### src/rtl/m68k_bus_initiator.sv
// m68k_bus_initiator
//   68000-style bus cycle initiator. A request/done handshake on the user side
//   is turned into an asynchronous-bus read or write cycle (nAS, nUDS/nLDS, RW,
//   address, data), terminated by nDTACK or by a wait-state timeout.
//
// Ports
//   CLK_68KCLK  in   sole clock, every output is a register on its rising edge
//   RESET       in   synchronous active-high reset (aborts any cycle, no DONE)
//   REQ         in   request, accepted when REQ=1 and BUSY=0
//   REQ_ADDR    in   word address A[23:1], captured at accept
//   REQ_WE      in   1=write, 0=read, captured at accept
//   REQ_BE      in   byte enables {upper,lower}, captured at accept
//   REQ_WDATA   in   write data, captured at accept
//   BUSY        out  high in every state except IDLE
//   DONE        out  one-cycle pulse at the end of a bus cycle
//   ERR         out  valid with DONE: timeout or empty byte-enable request
//   RDATA       out  read data (unselected lanes zero), valid from DONE
//   M68K_ADDR   out  bus address A[23:1]
//   M68K_DOUT   out  bus write data (byte writes duplicated on both lanes)
//   DATA_OE     out  drive M68K_DOUT onto the bus
//   M68K_DIN    in   bus read data
//   RW          out  1=read, 0=write
//   nAS         out  address strobe, active low
//   nUDS, nLDS  out  data strobes, active low
//   nDTACK      in   acknowledge, synchronous to CLK_68KCLK
module m68k_bus_initiator #(
  parameter int TIMEOUT = 64
) (
  input  logic        CLK_68KCLK,
  input  logic        RESET,
  input  logic        REQ,
  input  logic [22:0] REQ_ADDR,
  input  logic        REQ_WE,
  input  logic [1:0]  REQ_BE,
  input  logic [15:0] REQ_WDATA,
  output logic        BUSY,
  output logic        DONE,
  output logic        ERR,
  output logic [15:0] RDATA,
  output logic [22:0] M68K_ADDR,
  output logic [15:0] M68K_DOUT,
  output logic        DATA_OE,
  input  logic [15:0] M68K_DIN,
  output logic        RW,
  output logic        nAS,
  output logic        nUDS,
  output logic        nLDS,
  input  logic        nDTACK
);

  localparam int              CW        = (TIMEOUT > 1) ? $clog2(TIMEOUT) : 1;
  localparam logic [CW-1:0]   LAST_WAIT = CW'(TIMEOUT - 1);

  typedef enum logic [2:0] {
    S_IDLE, S_ADDR, S_ASSERT, S_WDS, S_WAIT, S_LATCH, S_NEGATE
  } state_t;

  state_t          r_state;
  state_t          w_state_next;
  logic            r_we;
  logic [1:0]      r_be;
  logic [CW-1:0]   r_wait_cnt;

  // output registers
  logic            r_busy, r_done, r_err, r_data_oe, r_rw, r_nas, r_nuds, r_nlds;
  logic [15:0]     r_rdata, r_dout;
  logic [22:0]     r_addr;

  // next values of the output registers
  logic            w_busy_next, w_done_next, w_err_next, w_data_oe_next;
  logic            w_rw_next, w_nas_next, w_nuds_next, w_nlds_next;
  logic [15:0]     w_rdata_next, w_dout_next;
  logic [22:0]     w_addr_next;

  logic            w_accept;
  logic            w_we;
  logic [1:0]      w_be;
  logic            w_ds_on;
  logic [15:0]     w_din_masked;

  assign w_accept = (r_state == S_IDLE) && REQ;
  // Request attributes as seen by the cycle that starts on this edge.
  assign w_we     = w_accept ? REQ_WE : r_we;
  assign w_be     = w_accept ? REQ_BE : r_be;

  // Byte lanes that were not requested read back as zero.
  genvar gi;
  generate
    for (gi = 0; gi < 2; gi++) begin : g_lane
      assign w_din_masked[gi*8 +: 8] = r_be[gi] ? M68K_DIN[gi*8 +: 8] : 8'h00;
    end
  endgenerate

  // A single-byte write puts the selected byte on both lanes so the target
  // sees valid data whichever lane it decodes.
  function automatic logic [15:0] lane_dup(input logic [1:0] be, input logic [15:0] d);
    case (be)
      2'b01:   lane_dup = {d[7:0], d[7:0]};
      2'b10:   lane_dup = {d[15:8], d[15:8]};
      default: lane_dup = d;
    endcase
  endfunction

  // State register, request capture and wait counter
  always_ff @(posedge CLK_68KCLK) begin
    if (RESET) begin
      r_state    <= S_IDLE;
      r_we       <= 1'b0;
      r_be       <= 2'b00;
      r_wait_cnt <= '0;
    end else begin
      r_state <= w_state_next;
      if (w_accept) begin
        r_we <= REQ_WE;
        r_be <= REQ_BE;
      end
      // Counts from zero in the first WAIT cycle.
      if (r_state == S_WAIT) r_wait_cnt <= r_wait_cnt + 1'b1;
      else                   r_wait_cnt <= '0;
    end
  end

  // Next-state logic
  always_comb begin
    w_state_next = r_state;
    case (r_state)
      S_IDLE:   if (REQ) w_state_next = S_ADDR;
      S_ADDR:   w_state_next = (r_be == 2'b00) ? S_NEGATE : S_ASSERT;
      S_ASSERT: w_state_next = r_we ? S_WDS : S_WAIT;
      S_WDS:    w_state_next = S_WAIT;
      S_WAIT: begin
        if (!nDTACK)                       w_state_next = S_LATCH;
        else if (r_wait_cnt == LAST_WAIT)  w_state_next = S_NEGATE;
      end
      S_LATCH:  w_state_next = S_NEGATE;
      S_NEGATE: w_state_next = S_IDLE;
      default:  w_state_next = S_IDLE;
    endcase
  end

  // Output decode from the state being entered, so registered outputs line up
  // with the state they belong to.
  always_comb begin
    w_busy_next    = (w_state_next != S_IDLE);
    w_done_next    = (w_state_next == S_NEGATE);
    // NEGATE is reached from ADDR only for BE=00 and from WAIT only on timeout.
    w_err_next     = (w_state_next == S_NEGATE) &&
                     ((r_state == S_ADDR) || (r_state == S_WAIT));
    w_rw_next      = (w_state_next == S_IDLE) ? 1'b1 : ~w_we;
    w_data_oe_next = (w_state_next != S_IDLE) && w_we;
    w_nas_next     = !((w_state_next == S_ASSERT) || (w_state_next == S_WDS) ||
                       (w_state_next == S_WAIT)   || (w_state_next == S_LATCH));
    // Reads assert data strobes together with nAS, writes one cycle later.
    w_ds_on        = (w_state_next == S_WAIT) || (w_state_next == S_LATCH) ||
                     (w_state_next == S_WDS)  ||
                     ((w_state_next == S_ASSERT) && !w_we);
    w_nuds_next    = !(w_ds_on && w_be[1]);
    w_nlds_next    = !(w_ds_on && w_be[0]);
    w_addr_next    = w_accept ? REQ_ADDR : r_addr;
    w_dout_next    = (w_accept && REQ_WE) ? lane_dup(REQ_BE, REQ_WDATA) : r_dout;
    w_rdata_next   = ((r_state == S_LATCH) && !r_we) ? w_din_masked : r_rdata;
  end

  // Output registers
  always_ff @(posedge CLK_68KCLK) begin
    if (RESET) begin
      r_busy    <= 1'b0;
      r_done    <= 1'b0;
      r_err     <= 1'b0;
      r_rw      <= 1'b1;
      r_data_oe <= 1'b0;
      r_nas     <= 1'b1;
      r_nuds    <= 1'b1;
      r_nlds    <= 1'b1;
      r_addr    <= '0;
      r_dout    <= '0;
      r_rdata   <= '0;
    end else begin
      r_busy    <= w_busy_next;
      r_done    <= w_done_next;
      r_err     <= w_err_next;
      r_rw      <= w_rw_next;
      r_data_oe <= w_data_oe_next;
      r_nas     <= w_nas_next;
      r_nuds    <= w_nuds_next;
      r_nlds    <= w_nlds_next;
      r_addr    <= w_addr_next;
      r_dout    <= w_dout_next;
      r_rdata   <= w_rdata_next;
    end
  end

  assign BUSY      = r_busy;
  assign DONE      = r_done;
  assign ERR       = r_err;
  assign RDATA     = r_rdata;
  assign M68K_ADDR = r_addr;
  assign M68K_DOUT = r_dout;
  assign DATA_OE   = r_data_oe;
  assign RW        = r_rw;
  assign nAS       = r_nas;
  assign nUDS      = r_nuds;
  assign nLDS      = r_nlds;

endmodule
### config.mk
export PLATFORM = sky130hd
export DESIGN_NAME = m68k_bus_initiator
export DESIGN_NICKNAME = d
export VERILOG_FILES = /design/src/rtl/m68k_bus_initiator.sv
export SDC_FILE = /design/constraint.sdc
export NUM_CORES = 1
export LEC_CHECK = 0
export ABC_CLOCK_PERIOD_IN_PS = 2000
export CORE_MARGIN = 8
export CORE_UTILIZATION = 35
export DETAILED_ROUTE_END_ITERATION = 16
export DONT_BUFFER_PORTS = 1
export GPL_TIMING_DRIVEN = 0
export PLACE_DENSITY_LB_ADDON = 0.05
export SLEW_MARGIN = 20
export SYNTH_ARGS = -nofsm -noshare
export SYNTH_HDL_FRONTEND = slang
export SYNTH_SLANG_ARGS = --single-unit
### constraint.sdc
create_clock -name CLK_68KCLK -period 2 [get_ports CLK_68KCLK]
set_input_delay 0.4 -clock CLK_68KCLK [delete_from_list [all_inputs] [get_ports CLK_68KCLK]]
set_output_delay 0.4 -clock CLK_68KCLK [all_outputs]
set_load 0.02 [all_outputs]
## After elaboration in Yosys (flattened, before gate mapping)

Index checks and enable logic that the tools add are counted.

- Flip-flop bits (word level): 75
- Bits of input ports: 62
- Output and inout bits: 63
- Word-level logic and storage cells: 68

- Add/sub/neg operators: 1
- Equal/unequal tests: 13
- Multiplexer cells: 11
- Bitwise gates (word level): 2
- Reduce and logical (&&, ||, !) cells: 26

Operator list:

| cell | count |
|---|---|
| 16-bit case mux with 2 select lines | 1 |
| 3-bit case mux with 6 select lines | 1 |
| 8-bit 2-to-1 mux | 2 |
| 3-bit == test, second input constant | 5 |
| 3-bit 2-to-1 mux | 5 |
| 3-bit by 2-bit == test with 1-bit output, second input constant | 4 |
| 1-bit logical AND | 8 |
| 1-bit logical OR | 7 |
| 6-bit by 1-bit adder with 6-bit output, second input constant | 1 |
| 6-bit == test, second input constant | 1 |
| 3-bit zero test | 2 |
| 1-bit zero test | 5 |
| 2-bit OR reduction | 2 |
| 3-bit by 1-bit == test with 1-bit output, second input constant | 1 |
| 3-bit nonzero test | 1 |
| 2-bit by 1-bit == test with 1-bit output, second input constant | 1 |
| 2-bit == test, second input constant | 1 |
| 2-bit zero test | 1 |
| 2-bit 2-to-1 mux | 1 |
| 1-bit NOT | 2 |
| 1-bit 2-to-1 mux | 1 |

## Longest topological paths before layout

Gate-level depths: netlist of the first run.

- Word-level depth: 10
- Mapped depth: 7
- Mapped depth without buffers: 6

## Least setup slack after synthesis of the first run

No wires, ideal clock.

- Kind: reg-to-reg
- Start: register r_state[2]
- End: register r_nlds (netlist: nLDS)
- Library setup time: 0.134 ns
- Arrival: 1.439 ns
- Slack: 0.427 ns
- Stages on the path, launching flop included: 7
- Period minus slack after synthesis: 1.573 ns
- Path through: dfxtp_1 buf_2 or4b_1 buf_2 nand2_1 and4_1 o211ai_1

- Word-level cells in the longest chain between the ends: 9
- Elaborated cells on any way between the ends: 24
- Classes of those cells: eq/ne (9); mux (6); reduce/logical (9)

Ends and longest elaborated chain:

| item | RTL line | RTL |
|---|---|---|
| start, declared | 58 | `state_t r_state;` |
| start signal, assigned | 112 | `r_state <= w_state_next;` |
| 3-bit 2-to-1 mux | 133 | `else if (r_wait_cnt == LAST_WAIT) w_state_next = S_NEGATE;` |
| 3-bit 2-to-1 mux | 132 | `if (!nDTACK) w_state_next = S_LATCH;` |
| 3-bit case mux with 6 select lines | 126 | `case (r_state)` |
| 3-bit == test | 154 | `w_ds_on = (w_state_next == S_WAIT) \|\| (w_state_next == S_LATCH) \|\|` |
| 1-bit logical OR (2 in a row) | 154 |  |
| 1-bit logical OR | 155 | `(w_state_next == S_WDS) \|\|` |
| 1-bit logical AND * | 158 | `w_nlds_next = !(w_ds_on && w_be[0]);` |
| 1-bit zero test * | 158 |  |
| end signal, assigned | 186 | `r_nlds <= w_nlds_next;` |
| end, declared | 65 | `logic r_busy, r_done, r_err, r_data_oe, r_rw, r_nas, r_nuds, r_nlds;` |

Every way passes the cells marked *; elsewhere a longest branch is shown, timed or not.
A chain may end at the register's enable or synchronous reset.

## Worst setup path in the final report of the first run

Ends and elaborated chain as after synthesis.

==> results.md, run 1 <==
## Clock tree
- clock root buffer master: sky130_fd_sc_hd__clkbuf_8
- setup bufs post-CTS: 0
- CTS tree: done
- number of gates resized after CTS: 0
- H-tree level count: 3
- total of hold buffers inserted after clock tree synthesis: 0
- CTS Buffer Depth: 2
- worst skew pair latency: 360 ps
- clock slew at the register clock pins of the worst setup and hold paths: 80 ps
- clock buffers created by TritonCTS: 9
- total number of clock tree sinks: 75

## GRT
- maximum number of pins on one net before global-route repair: 14
- aggregate global-route resource usage: 0.146
- vias in the first global route: 2,420
- Congestion Overflow GR: 0
- initial antenna violation count: 0
- first-pass GRT wire length: 13.1 mm

## Run
- count of max-cap constraint violations: 0

## Detailed routing
- final routed DRC violation total: 0
- DR WL met2: 3.92 mm
- routed via count divided by cell count: 5.12
- top routing layer used: met4
- WL per Instance: 17.5 um
- initial DRC count: 60
- number of nets with antenna violations after detailed routing: 0
- Metal-1 WL: 3.40 mm
- DRT Pass-1 Iters: 4
- total met3 wirelength after detailed routing: 954 um
- final routed wirelength across all metal layers: 8.42 mm
- total vias in the final route: 2,470

## STA
- setup-violating endpoint count in the final report: 0
- transition time at the pin with the least slew margin: 575 ps
- worst setup slack after layout: 227 ps
- final critical-path share of the clock period: 0.886
- minimum period implied by the final worst setup slack: 1770 ps
- setup total negative slack: 0 ps
- number of slew-limit violations in the final report: 0
- hold violation total from the final report: 0
- skew final: 10.0 ps
- Highest Clock Rate: 564 MHz
- relative slew slack: 0.617
- unrepaired setup endpoints after global routing: false

## Cells and area
- number of diodes: 0
- synthesis-to-layout area growth: 12.2%
- total area of multi-input combinational cells: 0.00127 mm2
- number of filler instances in the final layout: 854
- area of all sequential standard cells: 0.00150 mm2
- fraction of layout cells with a size suffix above 1: 0.0928
- Final #Nets: 437

## Synthesis
- number of cells produced by synthesis: 357
- count of synthesis-stage warnings from yosys: 0
- proportion of netlist area held by the largest area contributor: 0.516
- cell types with the largest area share after synthesis: sky130_fd_sc_hd__dfxtp_1 (52%), sky130_fd_sc_hd__nand2_1 (11%), sky130_fd_sc_hd__a21oi_1 (10%), sky130_fd_sc_hd__nor2_1 (3.7%), sky130_fd_sc_hd__nand3_1 (3.3%)
- Cell variety after synth: 35
- register area share after synthesis: 0.516
- number of nets in the synthesized netlist: 422
- top cell type by total area after synthesis: sky130_fd_sc_hd__dfxtp_1
- average instance area after synthesis: 8.15 um2
- flip-flop and latch count after synthesis: 75
- cell area after synthesis: 0.00291 mm2

## Setup path
- sort of element at the start of the critical path: flip-flop
- maximum fanout along the worst path: 9
- Data arrival, critical path: 1980 ps
- kind of capture point of the worst setup path: flip-flop
- startpoint-to-endpoint class of the critical path: reg2reg
- required time at the worst-slack endpoint: 2210 ps

## Floorplanning
- die area: 0.0115 mm2
- effective utilization at floorplan: 0.357
- core footprint: 0.00813 mm2
- num rows: 33
- horizontal extent of the die: 107 um
- Die Y: 107 um
- number of placed I/O pins: 125

## Outcome
- status: finished, final reports clean

## Placed design
- worst-case setup slack after placement: 84.4 ps
- I/O Buffers: 0
- Routability Congestion: 0.730
- final HPWL from detailed placement: 6.18 mm

## Power and ir drop
- standby leakage power: 0.00117 uW
- total power density per cell area: 1070 mW/mm2
- peak supply drop: 388 uV

## Hold path
- type of the most critical hold path: in2reg

## logic make-up (layout without fill, tap and decap cells)
logic type / Yosys count / in the layout / synth area share
and+or+nand+nor: 148 / 148 / 0.229
AOI/OAI and AO/OA: 94 / 94 / 0.175
DFF: 75 / 75 / 0.516
buffers and inverters: 31 / 51 / 0.0478
xor gates and xnor gates: 5 / 5 / 0.0151
adders and majority gates: 3 / 3 / 0.0129
muxes: 1 / 1 / 0.00387
## area by class of cell
type                    count  area share
multi-input cells         251       0.388
inverters                   6     0.00690
flip-flops and latches     75       0.460
clock inverters             6      0.0203
plain buffers              25      0.0357
repair buffers              4     0.00920
well taps                 105      0.0403
clock buffers              10      0.0391
## critical path: stages, from the launching register on
cell and delay (ps):
sky130_fd_sc_hd__dfxtp_1 300, sky130_fd_sc_hd__buf_2 170, sky130_fd_sc_hd__or4b_1 530, sky130_fd_sc_hd__buf_2 190
sky130_fd_sc_hd__nand2_1 90, sky130_fd_sc_hd__and4_1 220, sky130_fd_sc_hd__o211ai_1 120
## final timing paths
path,startpoint,endpoint,slack (ps),cells past startpoint
max,r_state[2]$_SDFF_PP0_,nLDS$_SDFF_PP1_,230,6
min reg2reg,r_wait_cnt[0]$_SDFF_PP0_,r_wait_cnt[0]$_SDFF_PP0_,490,1
min,RESET,r_we$_SDFF_PP0_,140,1
max reg2reg,r_state[2]$_SDFF_PP0_,nLDS$_SDFF_PP1_,230,6
## cells in the final DEF, fill, tap and decap left out, drive strengths merged, types with 2 or more instances in the layout
master    Yosys  layout
nor3          3       3
nand3        19      19
clkinvlp      0       3
or3           2       2
inv           6       6
a21oi        58      58
nor2         29      29
and2          2       2
nand2        85      85
clkinv        0       2
a22oi         8       8
xor2          2       2
dfxtp        75      75
nor4b         2       2
ha            3       3
buf           9      13
o211ai        4       4
xnor2         3       3
o21ai        21      21
clkbuf       16      26
## metal layers
metal	global-route usage	vias up
met5	0	-
met4	0.0653	0
met3	0.0822	15
met2	0.221	81
met1	0.163	1145
li1	-	1229
## state kept, by name, summed over array words and instances (netlist names), 2 cells and up
signal,flops
r_state,3
r_be,2
M68K_ADDR,23
r_wait_cnt,6
M68K_DOUT,16
RDATA,16
## Yosys cell counts
cell and n:
sky130_fd_sc_hd__clkbuf_1 16, sky130_fd_sc_hd__and4_1 1, sky130_fd_sc_hd__a221o_1 1, sky130_fd_sc_hd__a31oi_1 1, sky130_fd_sc_hd__and2_2 1, sky130_fd_sc_hd__ha_1 3
sky130_fd_sc_hd__nor2_1 29, sky130_fd_sc_hd__nand3b_1 1, sky130_fd_sc_hd__nand3_1 19, sky130_fd_sc_hd__buf_2 6, sky130_fd_sc_hd__o21ai_0 10, sky130_fd_sc_hd__dfxtp_1 75
sky130_fd_sc_hd__buf_6 1, sky130_fd_sc_hd__nor4b_4 1, sky130_fd_sc_hd__xnor2_1 3, sky130_fd_sc_hd__nor4b_2 1, sky130_fd_sc_hd__or3_1 2, sky130_fd_sc_hd__nand2b_1 1
sky130_fd_sc_hd__buf_4 2, sky130_fd_sc_hd__o211ai_1 4, sky130_fd_sc_hd__a22oi_1 8, sky130_fd_sc_hd__or3b_1 1, sky130_fd_sc_hd__and2_4 1, sky130_fd_sc_hd__or4b_1 1
sky130_fd_sc_hd__a21oi_1 58, sky130_fd_sc_hd__xor2_1 2, sky130_fd_sc_hd__nor3_1 2, sky130_fd_sc_hd__o21a_1 1, sky130_fd_sc_hd__inv_1 6, sky130_fd_sc_hd__nand4bb_1 1
sky130_fd_sc_hd__nand2_1 84, sky130_fd_sc_hd__nor3_2 1, sky130_fd_sc_hd__o21ai_1 11, sky130_fd_sc_hd__mux2_2 1, sky130_fd_sc_hd__nand2_2 1
## report_power, final
part | internal (uW) | switching, uW
Combinational | 192 | 332
Clock | 576 | 585
Sequential | 1610 | 204
## through the flow
stage	area (um2)	hold WS, ps	cells	total power (uW)	util
2_1_floorplan	2910	418	357	2220	-
3_3_place_gp	3040	436	462	2360	0.374
3_5_place_dp	3040	446	462	2370	0.374
4_1_cts	3230	118	478	3540	0.397
5_1_grt	3260	112	482	3710	0.401
6_report	3260	139	482	3500	0.401
No activity file was read; power rests on OpenSTA's default activity.
==> inputs of run 2 (changes only) <==
--- a/config.mk
+++ b/config.mk
@@ -6,6 +6,7 @@
 export NUM_CORES = 1
 export LEC_CHECK = 0
 export ABC_CLOCK_PERIOD_IN_PS = 2000
+export CAP_MARGIN = 20
 export CORE_MARGIN = 8
 export CORE_UTILIZATION = 35
 export DETAILED_ROUTE_END_ITERATION = 16
==> results of run 2 <==
No change in the layout: final DEF, timing and power equal those of run 1.
==> inputs of run 3 (changes only) <==
--- a/config.mk
+++ b/config.mk
@@ -7,13 +7,13 @@
 export LEC_CHECK = 0
 export ABC_CLOCK_PERIOD_IN_PS = 2000
 export CAP_MARGIN = 20
+export CORE_ASPECT_RATIO = 1.2
 export CORE_MARGIN = 8
 export CORE_UTILIZATION = 35
 export DETAILED_ROUTE_END_ITERATION = 16
 export DONT_BUFFER_PORTS = 1
 export GPL_TIMING_DRIVEN = 0
 export PLACE_DENSITY_LB_ADDON = 0.05
-export SLEW_MARGIN = 20
 export SYNTH_ARGS = -nofsm -noshare
 export SYNTH_HDL_FRONTEND = slang
 export SYNTH_SLANG_ARGS = --single-unit
==> run 3 against run 2 <==
Effect of this change: register-to-register slack better by 20 ps; non-clock buffer count down 2; wire length up 0.26%; via count down 2.8%; total power up 3.5%; cell area down 0.19%.
==> results.md, run 3 (same netlist as run 1, synthesis figures left out) <==
## Floorplanning
- horizontal extent of the die: 99.2 um
- Die Y: 116 um
- number of placed I/O pins: 125
- core footprint: 0.00811 mm2
- die area: 0.0115 mm2
- effective utilization at floorplan: 0.359
- num rows: 36

## Detailed routing
- DRT Pass-1 Iters: 4
- routed via count divided by cell count: 5.12
- initial DRC count: 85
- total vias in the final route: 2,401
- final routed DRC violation total: 0
- final routed wirelength across all metal layers: 8.44 mm
- number of nets with antenna violations after detailed routing: 0
- WL per Instance: 18.0 um

## GRT
- aggregate global-route resource usage: 0.147
- vias in the first global route: 2,461
- first-pass GRT wire length: 13.1 mm
- maximum number of pins on one net before global-route repair: 13
- initial antenna violation count: 0
- Congestion Overflow GR: 0

## Placed design
- Routability Congestion: 0.781
- I/O Buffers: 0
- placed instance area: 0.00303 mm2
- final HPWL from detailed placement: 6.16 mm

## Cells and area
- commonest cells after routing, fill and taps aside: sky130_fd_sc_hd__nand2_1 (84), sky130_fd_sc_hd__dfxtp_1 (75), sky130_fd_sc_hd__a21oi_1 (58), sky130_fd_sc_hd__nor2_1 (29), sky130_fd_sc_hd__nand3_1 (19)
- fraction of layout cells with a size suffix above 1: 0.0882
- synthesis-to-layout area growth: 12.0%
- number of filler instances in the final layout: 842
- flip-flop count of the largest register after layout: 23
- most frequent standard cell in the layout excluding fill and tap cells: sky130_fd_sc_hd__nand2_1
- design area: 0.00326 mm2
- number of diodes: 0
- Final #Nets: 435

## Run
- count of max-cap constraint violations: 0

## Hold path
- type of the most critical hold path: in2reg

## STA
- relative slew slack: 0.650
- setup-violating endpoint count in the final report: 0
- hold violation total from the final report: 0
- final critical-path share of the clock period: 0.878
- unrepaired setup endpoints after global routing: false
- minimum period implied by the final worst setup slack: 1760 ps
- skew final: 7.81 ps
- Highest Clock Rate: 569 MHz
- setup total negative slack: 0 ps
- number of slew-limit violations in the final report: 0
- transition time at the pin with the least slew margin: 525 ps

## Clock tree
- H-tree level count: 3
- total of hold buffers inserted after clock tree synthesis: 0
- CTS tree: done
- clock buffers created by TritonCTS: 9
- total number of clock tree sinks: 75
- CTS Buffer Depth: 2
- clock root buffer master: sky130_fd_sc_hd__clkbuf_8
- clock slew at the register clock pins of the worst setup and hold paths: 70 ps
- worst skew pair latency: 360 ps

## Setup path
- startpoint-to-endpoint class of the critical path: reg2reg
- sort of element at the start of the critical path: flip-flop
- Data arrival, critical path: 1980 ps
- required time at the worst-slack endpoint: 2220 ps
- kind of capture point of the worst setup path: flip-flop
- maximum fanout along the worst path: 10

## Outcome
- status: finished, final reports clean

## Power and ir drop
- standby leakage power: 0.00118 uW
- total power density per cell area: 1110 mW/mm2
- peak supply drop: 408 uV

-- run 3: repair_timing --
action / CTS / global route
buffers inserted: 0 / 2
resized for setup: 0 / 0
endpoints found under the setup margin: 0 / 3
-- run 3: area by class of cell --
cell class / count / area, um2 / area share
Sequential cell: 75 / 1500 / 0.461
Multi-Input combinational cell: 251 / 1270 / 0.389
Clock buffer: 10 / 138 / 0.0423
Tap cell: 95 / 119 / 0.0365
Buffer: 25 / 116 / 0.0357
Clock inverter: 5 / 77.6 / 0.0238
Inverter: 6 / 22.5 / 0.00692
Timing Repair Buffer: 2 / 15.0 / 0.00461
-- run 3: worst max-delay path: stages (launching register included) --
cell	delay [ps]
sky130_fd_sc_hd__dfxtp_1	300
sky130_fd_sc_hd__buf_2	170
sky130_fd_sc_hd__nand2b_1	260
sky130_fd_sc_hd__or3_1	340
sky130_fd_sc_hd__clkbuf_1	190
sky130_fd_sc_hd__buf_2	230
sky130_fd_sc_hd__nand2_1	80
sky130_fd_sc_hd__a21oi_1	50
-- run 3: stage by stage --
stage | instances | power, uW | util | hold slack (ps) | setup WS [ps]
4_1_cts | 467 | 3670 | 0.400 | 111 | 114
6_report | 469 | 3630 | 0.402 | 126 | 244
2_1_floorplan | 357 | 2220 | - | 418 | 427
5_1_grt | 469 | 3810 | 0.402 | 127 | 22.8
3_5_place_dp | 452 | 2370 | 0.373 | 445 | 136
3_3_place_gp | 452 | 2360 | 0.373 | 434 | 146
-- run 3: report_power, final --
part           internal [uW]  switching (uW)  total (uW)
clock                    725             567        1290
sequential              1610             204        1820
combinational            183             332         515
total                   2520            1100        3630
-- run 3: path summary, 6_finish.rpt --
check | depth (start not counted) | start | slack [ps] | endpoint
worst max-delay path | 7 | r_state[1]$_SDFF_PP0_ | 240 | RDATA[11]$_SDFFE_PP0P_
worst min-delay path | 1 | RESET | 130 | r_we$_SDFF_PP0_
worst max register to register | 7 | r_state[1]$_SDFF_PP0_ | 240 | RDATA[11]$_SDFFE_PP0P_
worst min register to register | 1 | r_wait_cnt[0]$_SDFF_PP0_ | 460 | r_wait_cnt[0]$_SDFF_PP0_
-- run 3: layer usage --
metal,vias up,share of wire,track usage
met5,-,0,0
met4,0,0.025,0.0859
met3,14,0.12,0.0703
met2,82,0.47,0.235
met1,1081,0.39,0.154
li1,1224,-,-
